[config.mk]
export PLATFORM = sky130hd
export DESIGN_NAME = alu_mul_sequencer_flat
export DESIGN_NICKNAME = d
export VERILOG_FILES = /design/src/rtl/alu_mul_sequencer_if.sv /design/src/rtl/alu_mul_sequencer.sv /design/src/flat_wrapper.sv
export SDC_FILE = /design/constraint.sdc
export NUM_CORES = 1
export LEC_CHECK = 0
export ABC_AREA = 1
export CAP_MARGIN = 30
export CORE_ASPECT_RATIO = 1.75
export CORE_UTILIZATION = 49
export DETAILED_ROUTE_END_ITERATION = 12
export PLACE_DENSITY = 0.82
export SLEW_MARGIN = 10
export SYNTH_ARGS = -nofsm -noshare
export SYNTH_HDL_FRONTEND = slang
export SYNTH_SLANG_ARGS = --single-unit
[constraint.sdc]
create_clock -name i_clk -period 1.9 [get_ports i_clk]
set_input_delay 0.19 -clock i_clk [delete_from_list [all_inputs] [get_ports i_clk]]
set_output_delay 0.19 -clock i_clk [all_outputs]
set_load 0.005 [all_outputs]
[src/rtl/alu_mul_sequencer_if.sv]
// Purpose: bundle of the multiply request, CPU ALU request, shared ALU
//          connection and result/status signals of alu_mul_sequencer.
// Modports:
//   slave  - sequencer view: takes start/operands, CPU ALU requests and
//            ALU results; drives the ALU mux, busy/done and the product.
//   master - environment view (CPU + ALU), the mirror image of slave.
interface alu_mul_sequencer_if;
  logic        start;
  logic        signed_mode;
  logic [15:0] op_a;
  logic [15:0] op_b;
  logic [15:0] cpu_alu_a;
  logic [15:0] cpu_alu_b;
  logic [4:0]  cpu_alu_op;
  logic [15:0] alu_a;
  logic [15:0] alu_b;
  logic [4:0]  alu_op;
  logic [15:0] alu_q;
  logic        alu_carry;
  logic        busy;
  logic        done;
  logic [15:0] result_hi;
  logic [15:0] result_lo;

  modport slave (
    input  start, signed_mode, op_a, op_b,
    input  cpu_alu_a, cpu_alu_b, cpu_alu_op,
    input  alu_q, alu_carry,
    output alu_a, alu_b, alu_op,
    output busy, done, result_hi, result_lo
  );

  modport master (
    output start, signed_mode, op_a, op_b,
    output cpu_alu_a, cpu_alu_b, cpu_alu_op,
    output alu_q, alu_carry,
    input  alu_a, alu_b, alu_op,
    input  busy, done, result_hi, result_lo
  );
endinterface

[src/rtl/alu_mul_sequencer.sv]
// Purpose: 16x16 -> 32 shift-and-add multiplier that borrows the CPU's
//          shared 16-bit ALU (add + carry-out) once per iteration and
//          passes the CPU's ALU requests through whenever it is not running.
// Ports:
//   i_clk - system clock, rising edge
//   i_rst - synchronous active-high reset, aborts any operation
//   bus   - alu_mul_sequencer_if.slave: start/signed_mode/op_a/op_b,
//           cpu_alu_* requests, alu_* mux outputs, alu_q/alu_carry,
//           busy, done, result_hi/result_lo
//
// state  | meaning
// IDLE   | ALU passthrough, waiting for start
// RUN    | owns the ALU, one shift-add iteration per cycle (ITER cycles)
// FIX    | applies sign to the magnitude product, latches result
// DONE   | one-cycle done pulse, start ignored
module alu_mul_sequencer #(
  parameter logic [4:0] OP_ADD = 5'b00001,
  parameter int         ITER   = 16
) (
  input logic               i_clk,
  input logic               i_rst,
  alu_mul_sequencer_if.slave bus
);
  typedef enum logic [1:0] {S_IDLE, S_RUN, S_FIX, S_DONE} state_t;

  localparam logic [3:0] LAST_ITER = 4'(ITER - 1);

  state_t      r_state;
  state_t      w_next;
  logic [15:0] r_p_hi;
  logic [15:0] r_p_lo;
  logic [15:0] r_mcand;
  logic        r_neg;
  logic [3:0]  r_count;
  logic [15:0] r_result_hi;
  logic [15:0] r_result_lo;

  logic        w_own;
  logic        w_busy;
  logic        w_done;
  logic [15:0] w_sum;
  logic        w_c;
  logic [31:0] w_prod;
  logic [31:0] w_fixed;

  always_ff @(posedge i_clk) begin
    if (i_rst) r_state <= S_IDLE;
    else       r_state <= w_next;
  end

  always_comb begin
    w_next = r_state;
    w_own  = 1'b0;
    w_busy = 1'b0;
    w_done = 1'b0;
    case (r_state)
      S_IDLE: if (bus.start) w_next = S_RUN;
      S_RUN: begin
        w_own  = 1'b1;
        w_busy = 1'b1;
        if (r_count == LAST_ITER) w_next = S_FIX;
      end
      S_FIX: begin
        w_busy = 1'b1;
        w_next = S_DONE;
      end
      S_DONE: begin
        w_done = 1'b1;
        w_next = S_IDLE;
      end
      default: w_next = S_IDLE;
    endcase
  end

  // The ALU always computes P_hi + mcand during RUN; the multiplier LSB
  // decides whether that sum (and its carry) or plain P_hi is shifted in.
  assign w_sum   = r_p_lo[0] ? bus.alu_q : r_p_hi;
  assign w_c     = r_p_lo[0] & bus.alu_carry;
  assign w_prod  = {r_p_hi, r_p_lo};
  assign w_fixed = r_neg ? (~w_prod + 32'd1) : w_prod;

  always_ff @(posedge i_clk) begin
    if (i_rst) begin
      r_p_hi      <= '0;
      r_p_lo      <= '0;
      r_mcand     <= '0;
      r_neg       <= 1'b0;
      r_count     <= '0;
      r_result_hi <= '0;
      r_result_lo <= '0;
    end else begin
      case (r_state)
        S_IDLE: if (bus.start) begin
          // Magnitudes only; 0x8000 negates to itself, which is the correct
          // unsigned magnitude.
          r_mcand <= (bus.signed_mode & bus.op_a[15]) ? 16'(-bus.op_a) : bus.op_a;
          r_p_lo  <= (bus.signed_mode & bus.op_b[15]) ? 16'(-bus.op_b) : bus.op_b;
          r_p_hi  <= '0;
          r_neg   <= bus.signed_mode & (bus.op_a[15] ^ bus.op_b[15]);
          r_count <= '0;
        end
        S_RUN: begin
          r_p_hi  <= {w_c, w_sum[15:1]};
          r_p_lo  <= {w_sum[0], r_p_lo[15:1]};
          r_count <= r_count + 4'd1;
        end
        S_FIX: {r_result_hi, r_result_lo} <= w_fixed;
        default: ;
      endcase
    end
  end

  assign bus.alu_a     = w_own ? r_p_hi  : bus.cpu_alu_a;
  assign bus.alu_b     = w_own ? r_mcand : bus.cpu_alu_b;
  assign bus.alu_op    = w_own ? OP_ADD  : bus.cpu_alu_op;
  assign bus.busy      = w_busy;
  assign bus.done      = w_done;
  assign bus.result_hi = r_result_hi;
  assign bus.result_lo = r_result_lo;
endmodule

[src/flat_wrapper.sv]
// flat-port wrapper written by rule: the top's interface ports become plain ports
module alu_mul_sequencer_flat 
#(
  parameter logic [4:0] OP_ADD = 5'b00001,
  parameter int         ITER   = 16
)
  (i_clk, i_rst, bus_start, bus_signed_mode, bus_op_a, bus_op_b, bus_cpu_alu_a, bus_cpu_alu_b, bus_cpu_alu_op, bus_alu_q, bus_alu_carry, bus_alu_a, bus_alu_b, bus_alu_op, bus_busy, bus_done, bus_result_hi, bus_result_lo);
  alu_mul_sequencer_if bus_i ();
  input logic i_clk;
  input logic i_rst;
  input wire logic [$bits(bus_i.start)-1:0] bus_start;
  input wire logic [$bits(bus_i.signed_mode)-1:0] bus_signed_mode;
  input wire logic [$bits(bus_i.op_a)-1:0] bus_op_a;
  input wire logic [$bits(bus_i.op_b)-1:0] bus_op_b;
  input wire logic [$bits(bus_i.cpu_alu_a)-1:0] bus_cpu_alu_a;
  input wire logic [$bits(bus_i.cpu_alu_b)-1:0] bus_cpu_alu_b;
  input wire logic [$bits(bus_i.cpu_alu_op)-1:0] bus_cpu_alu_op;
  input wire logic [$bits(bus_i.alu_q)-1:0] bus_alu_q;
  input wire logic [$bits(bus_i.alu_carry)-1:0] bus_alu_carry;
  output wire logic [$bits(bus_i.alu_a)-1:0] bus_alu_a;
  output wire logic [$bits(bus_i.alu_b)-1:0] bus_alu_b;
  output wire logic [$bits(bus_i.alu_op)-1:0] bus_alu_op;
  output wire logic [$bits(bus_i.busy)-1:0] bus_busy;
  output wire logic [$bits(bus_i.done)-1:0] bus_done;
  output wire logic [$bits(bus_i.result_hi)-1:0] bus_result_hi;
  output wire logic [$bits(bus_i.result_lo)-1:0] bus_result_lo;
  assign bus_i.start = bus_start;
  assign bus_i.signed_mode = bus_signed_mode;
  assign bus_i.op_a = bus_op_a;
  assign bus_i.op_b = bus_op_b;
  assign bus_i.cpu_alu_a = bus_cpu_alu_a;
  assign bus_i.cpu_alu_b = bus_cpu_alu_b;
  assign bus_i.cpu_alu_op = bus_cpu_alu_op;
  assign bus_i.alu_q = bus_alu_q;
  assign bus_i.alu_carry = bus_alu_carry;
  assign bus_alu_a = bus_i.alu_a;
  assign bus_alu_b = bus_i.alu_b;
  assign bus_alu_op = bus_i.alu_op;
  assign bus_busy = bus_i.busy;
  assign bus_done = bus_i.done;
  assign bus_result_hi = bus_i.result_hi;
  assign bus_result_lo = bus_i.result_lo;
  alu_mul_sequencer #(.OP_ADD(OP_ADD), .ITER(ITER)) u_core (.i_clk(i_clk), .i_rst(i_rst), .bus(bus_i));
endmodule
==> results.md, run 1 <==
- Setup Total Neg Slack: 0 ns
- Final GP Congestion: a little under 1
- CTS tree: yes
- Non-filler cells, final: between 1000 and 1500
- Async SR Flop Fraction: 0
- Skew final: ~0.0067 ns
- Slowest-stage cell, CP: clkdlybuf4s50_1
- Top-count cell post-synth: nand2_1
- Drt total wl: 17.4 mm
- EDFF count, synth: 0
- PwrDens: around 1200 mW/mm^2
- Max cap viols: 0
- Initial Util: 0.503
- Crit Path Class: reg -> out
- Flop2flop setup slack: around 0.11 ns
- Final Instance Area: slightly below 0.008 mm^2
- Critical path startpoint category: flip-flop
- Worst-margin pin slew: 0.618 ns
- CP max stage delay: 0.51 ns
- Router iterations before antenna repair: 6
- I/O pins: 161
- TritonCTS Buffers: 9
- GRT met1 Usage: 0.302
- Grt peak-use layer: met2
- DP Wirelength: 12.9 mm
- Vias: roughly 6400
- Leakage: 0.00361 uW
- Largest net degree at the start of global routing: 64
- VDD IR-drop max: around 820 uV
- Post-route ant nets: 0
- Clock transition at path regs: 0.06 ns
- Met3 Track Usage GR: 0.0454
- CTS Root Cell: clkbuf_16
- Post-synth cell types: 35
- Post-DP Area: between 0.007 and 0.008 mm^2
- CP endpoint kind: primary output
- Die X: approximately 83 um
- Total gr overflow: 0
- Peak fanout along the critical path: 18
- Clock Path Buffers: 2
- Crit path DAT: 1.68 ns
- Post-Syn Instances: roughly 900
- Worst setup margin: between 0.03 and 0.04 ns
- Nets: about 1200
- Tcrit/Tclk final: 0.983
- Register area share after synthesis: 0.310
- Fmax: approximately 0.54 GHz
- Critical hold path startpoint: i_rst
- Final min period: between 1.5 and 2 ns
- Core area: approximately 0.011 mm^2
- Layout cells sized above 1: 0.0809
- Hold WC Path Type: in -> reg
- Drt drc: 0
- Initial antenna violation count: 0
- Yosys warns: 0
- Area contributors post-synth: dfxtp_1 31%, nand2_1 18%, inv_1 7.3%
- Max_slew headroom: 0.588
- Critical Path RT: between 1.5 and 2 ns
- Gr usage total: 0.296
- Die Span Y: 144 um
- Unrepaired setup endpoints after global routing: false
- #FFs+latches synth: between 80 and 90
- Dpl ws: between 0.0005 and 0.0006 ns
- Final Hold Viols: 0
- Drt wl/cell: around 14 um
- Status: complete, no violations
- DRT iter0 DRCs: 301
- Commonest cells post-synth: 267 x nand2_1, 109 x inv_1, 96 x nor2_1
- Finish-stage setup viols: 0
- CP Launch Point: u_core.r_state[1]
- First-pass GRT wire length: roughly 28 mm
- Core Rows: 51
- Mapped Area: about 0.0056 mm^2
- Max-slew violations: 0
- Area Growth Syn to Fin: 39.9%
- Post-synthesis area per instance: 6.15 um^2
- Post-synthesis net count: approximately 1000
- Placed Cells: about 1200
- Vias in the first global route: ~6000
- Critical-path cell list: inv_2 -> ha_4 -> buf_12 -> nor2_1 -> clkdlybuf4s50_1
- Clk sinks: 87
- H-tree depth: 3
- # diodes: 0
- Reg2reg start: u_core.r_state[1]
- Worst-skew pair later-pin latency: around 0.34 ns
- Cts-stage hold buffer count: 0
- Met2 GRT Util: 0.560
- Port Buffers: 160
- Yosys top cell area share: 0.310
- Via-to-Cell Ratio: around 5.3
- Die area: about 0.012 mm^2
- Dominant synthesized flop cell: dfxtp_1
- Area leader, netlist: dfxtp_1
## worst paths after layout
path / cells past startpoint / endpoint
setup / recovery: 5 / bus_alu_op[3]
hold / removal: 5 / u_core.bus.result_lo[10]
setup reg to reg: 11 / u_core.r_p_hi[15]
hold reg to reg: 2 / u_core.r_p_hi[14]
## stage by stage
stage	utilization	hold slack, ns	power (uW)
after floorplan	-	0.339	5440
after global placement	0.661	0.449	7350
after detailed placement	0.661	0.454	7430
after CTS	0.702	0.312	9640
after global routing	0.703	0.358	10400
final	0.703	0.319	9660
## area by class of cell
cell class                 instances  area (um^2)
fill                             973         3310
multi-input combinational        669         3230
timing repair buffer             190         1930
sequential                        87         1750
inverter                         114          435
clock buffer                      10          239
tap                              132          165
clock inverter                     6          108
## power by group
group	leakage [uW]	switching [uW]	internal (uW)
logic	0.00273	2700	2260
registers	0.000712	353	2310
clock network	0.000168	720	1320
total	0.00361	3770	5880
## state kept, by name (all words and copies together) (netlist names)
signal / count
u_core.r_state: 2
u_core.r_p_hi: 16
u_core.r_mcand: 16
u_core.r_neg: 1
u_core.r_p_lo: 16
u_core.bus.result_hi: 16
u_core.bus.result_lo: 16
u_core.r_count: 4
## repair_timing
| item | in CTS | in global routing |
|---|---|---|
| gates resized for setup | 49 | 13 |
| gates cloned | 2 | 0 |
| setup buffers | 6 | 0 |
| endpoints found under the setup margin | 37 | 16 |
## cells by family after synthesis
| family | synth area share |
|---|---|
| adders and majority gates | 0.0201 |
| AOI/OAI and AO/OA | 0.179 |
| DFF | 0.310 |
| buffers and inverters | 0.119 |
| xor gates and xnor gates | 0.0328 |
| and+or+nand+nor | 0.339 |
## critical path: cells and delay by family, from the launching register on
family / cells / cell delay, ns
buffers and inverters: 3 / 0.71
DFF: 1 / 0.33
and+or+nand+nor: 1 / 0.10
adders and majority gates: 1 / 0.18
## placed cells by master (no fill, tap or decap), drive strengths merged
master / synthesis / final
a211oi: 4 / 4
a21oi: 59 / 59
a31oi: 9 / 9
and2: 1 / 1
buf: 25 / 29
bufbuf: 0 / 2
bufinv: 0 / 3
clkbuf: 17 / 12
clkdlybuf4s15: 0 / 3
clkdlybuf4s50: 0 / 122
clkinv: 2 / 4
clkinvlp: 0 / 1
dfxtp: 87 / 87
dlygate4sd2: 0 / 28
dlymetal6s2s: 0 / 4
ha: 9 / 9
inv: 112 / 112
nand2: 273 / 273
nand3: 54 / 54
nand3b: 2 / 2
nand4: 11 / 11
nor2: 104 / 104
nor3: 5 / 5
o211ai: 9 / 9
o21ai: 94 / 94
o21bai: 1 / 1
o221ai: 3 / 3
o22ai: 5 / 5
or2: 5 / 5
xor2: 21 / 21
## metal layers
metal | vias to the layer above | share of wire
met4 | 0 | 0.056
li1 | 3230 | -
met1 | 2870 | 0.38
met3 | 55 | 0.045
met2 | 213 | 0.52
met5 | - | 0
Note: power is estimated with default switching activity, not from simulation.
==> inputs of run 2 (changes only) <==
--- a/config.mk
+++ b/config.mk
@@ -6,7 +6,7 @@
 export NUM_CORES = 1
 export LEC_CHECK = 0
 export ABC_AREA = 1
-export CAP_MARGIN = 30
+export CAP_MARGIN = 20
 export CORE_ASPECT_RATIO = 1.75
 export CORE_UTILIZATION = 49
 export DETAILED_ROUTE_END_ITERATION = 12
==> results of run 2 <==
No change in the layout: final DEF, timing and power equal those of run 1.
==> inputs of run 3 (changes only) <==
--- a/config.mk
+++ b/config.mk
@@ -11,6 +11,7 @@
 export CORE_UTILIZATION = 49
 export DETAILED_ROUTE_END_ITERATION = 12
 export PLACE_DENSITY = 0.82
+export SKIP_LAST_GASP = 1
 export SLEW_MARGIN = 10
 export SYNTH_ARGS = -nofsm -noshare
 export SYNTH_HDL_FRONTEND = slang
==> run 3 against run 2 <==
Compared with the run above:
- combinational power shrank 1%
- non-clock buffer count shrank 1
- sequential power hardly changed
- clock power about the same
- final cell count about the same
- flip-flop and latch count did not move
- clock-buffer cell count unchanged
- worst setup slack improved by 0.030 ns
==> results.md, run 3 (same netlist as run 1, synthesis figures left out) <==
- Area Growth Syn to Fin: 39.9% (about the same)
- Leakage: 0.00366 uW (+1.4%)
- Max cap viols: 0 (unchanged)
- Placed Cells: 1184 (unchanged)
- H-tree depth: 3 (unchanged)
- Worst-skew pair later-pin latency: 0.34 ns (about the same)
- DRT iter0 DRCs: 314 (+4.3%)
- Fmax: 0.544 GHz (+1.6%)
- Critical Path RT: 1.71 ns (about the same)
- CP max stage delay: 0.33 ns (-0.18 ns)
- Grt peak-use layer: met2
- Vias in the first global route: 5979 (-0.18%)
- Vias: 6384 (+0.25%)
- Setup Total Neg Slack: 0 ns (unchanged)
- Met2 GRT Util: 0.560 (about the same)
- Max_slew headroom: 0.600 (+0.0118)
- Nets: 1169 (-0.085%)
- TritonCTS Buffers: 9 (unchanged)
- Worst-margin pin slew: 0.600 ns (-0.0177 ns)
- Clk sinks: 87 (unchanged)
- Critical path startpoint category: flip-flop
- Hold WC Path Type: in -> reg
- Met3 Track Usage GR: 0.0488 (+0.00345)
- Status: complete, no violations
- Die Span Y: 144 um (unchanged)
- Critical hold path startpoint: i_rst
- CTS Root Cell: clkbuf_16
- Clock Path Buffers: 2 (unchanged)
- Drt total wl: 17.3 mm (-0.61%)
- Clock transition at path regs: 0.06 ns (about the same)
- Post-route ant nets: 0 (unchanged)
- CP endpoint kind: primary output
- Skew final: 0.00648 ns (-0.000248 ns)
- Finish-stage setup viols: 0 (unchanged)
- Drt drc: 0 (unchanged)
- # diodes: 0 (unchanged)
- Drt wl/cell: 14.3 um (-0.53%)
- Max-slew violations: 0 (unchanged)
- Final Hold Viols: 0 (unchanged)
- Post-DP Area: 0.00738 mm^2 (unchanged)
- Crit path DAT: 1.65 ns (-0.03 ns)
- DP Wirelength: 12.9 mm (unchanged)
- Commonest cells after routing, fill and taps aside: 266 x nand2_1, 121 x clkdlybuf4s50_1, 107 x inv_1
- Final Instance Area: 0.00785 mm^2 (about the same)
- Final Util: 0.703 (about the same)
- Core area: 0.0112 mm^2 (unchanged)
- Final min period: 1.84 ns (-0.0296 ns)
- Crit Path Class: reg -> out
- Port Buffers: 160 (unchanged)
- Most common cell after layout, fill and taps aside: nand2_1
- CTS tree: yes
- GRT met1 Usage: 0.297 (-0.00546)
- Worst setup margin: 0.0623 ns (+0.0296 ns)
- Unrepaired setup endpoints after global routing: false
- Largest net degree at the start of global routing: 64 (unchanged)
- Initial antenna violation count: 0 (unchanged)
- Initial Util: 0.503 (unchanged)
- Gr usage total: 0.296 (about the same)
- VDD IR-drop max: 810 uV (-1.5%)
- CP Launch Point: u_core.r_state[1]
- Dpl ws: 0.000509 ns (unchanged)
- Via-to-Cell Ratio: 5.29 (+0.33%)
- Critical-path cell list: inv_2 -> ha_4 -> inv_8 -> bufbuf_16 -> o21ai_0 -> dlygate4sd2_1
- Layout cells sized above 1: 0.0800 (-0.000855)
- Die area: 0.0119 mm^2 (unchanged)
- Router iterations before antenna repair: 7 (+1)
- Reg2reg start: u_core.r_state[1]
- PwrDens: 1220 mW/mm^2 (-0.40%)
- I/O pins: 161 (unchanged)
- Core Rows: 51 (unchanged)
- Slowest-stage cell, CP: dfxtp_2
- Peak fanout along the critical path: 16 (-2)
- Tcrit/Tclk final: 0.967 (-0.0156)
- Die X: 82.9 um (unchanged)
- Non-filler cells, final: 1207 (-0.083%)
- Total gr overflow: 0 (unchanged)
- First-pass GRT wire length: 28.1 mm (-0.36%)
- Final GP Congestion: 0.965 (unchanged)
## run 3: cell count changes in the layout (fill, tap and decap cells not counted), moves of 2 or more
cell             change
dlymetal6s2s_1       +6
buf_6                -2
dlygate4sd2_1        -3
clkdlybuf4s15_1      -2
## run 3: path summary, 6_finish.rpt
check,endpoint,slack [ns],depth (start not counted)
worst max register to register,u_core.r_count[3],0.16,10
worst min-delay path,u_core.bus.result_lo[10],0.32,5
worst max-delay path,bus_alu_a[3],0.06,6
worst min register to register,u_core.r_p_hi[14],0.46,2
## run 3: what timing repair did
action,in CTS,in global routing
hold endpoints to repair,0,0
hold buffers,0,0
gates resized for setup,41,18
gates cloned,2,0
setup buffers,6,0
endpoints found under the setup margin,37,34
## run 3: layer usage
layer  wire [um]  part of all wire  vias up
met2        9110              0.53      248
met4         942             0.054        0
met1        6390              0.37     2851
met3         849             0.049       51
met5           0                 0        -
li1            -                 -     3234
## run 3: through the flow
| step | hold slack, ns | power [uW] |
|---|---|---|
| 2_1_floorplan | 0.339 | 5440 |
| 3_3_place_gp | 0.449 | 7350 |
| 3_5_place_dp | 0.454 | 7430 |
| 4_1_cts | 0.312 | 9660 |
| 5_1_grt | 0.357 | 10300 |
| 6_report | 0.316 | 9610 |
## run 3: cell type report
class / instances / area (um^2)
well taps: 132 / 165
fillers: 977 / 3320
repair buffers: 189 / 1930
multi-input cells: 669 / 3220
clock buffers: 10 / 239
clock inverters: 6 / 108
flip-flops and latches: 87 / 1750
inverters: 114 / 435
## run 3: worst max-delay path: cells and delay by family, from the launching register on
family / cells / cell delay, ns
buffers and inverters: 4 / 0.64
flip-flops: 1 / 0.33
adder cells (fa/ha/maj): 1 / 0.18
AO/OA/AOI/OAI: 1 / 0.16
## run 3: where the power goes
group,total [uW],switching [uW],internal [uW]
Clock,2040,724,1320
Sequential,2660,353,2310
Combinational,4910,2670,2240
Total,9610,3750,5860
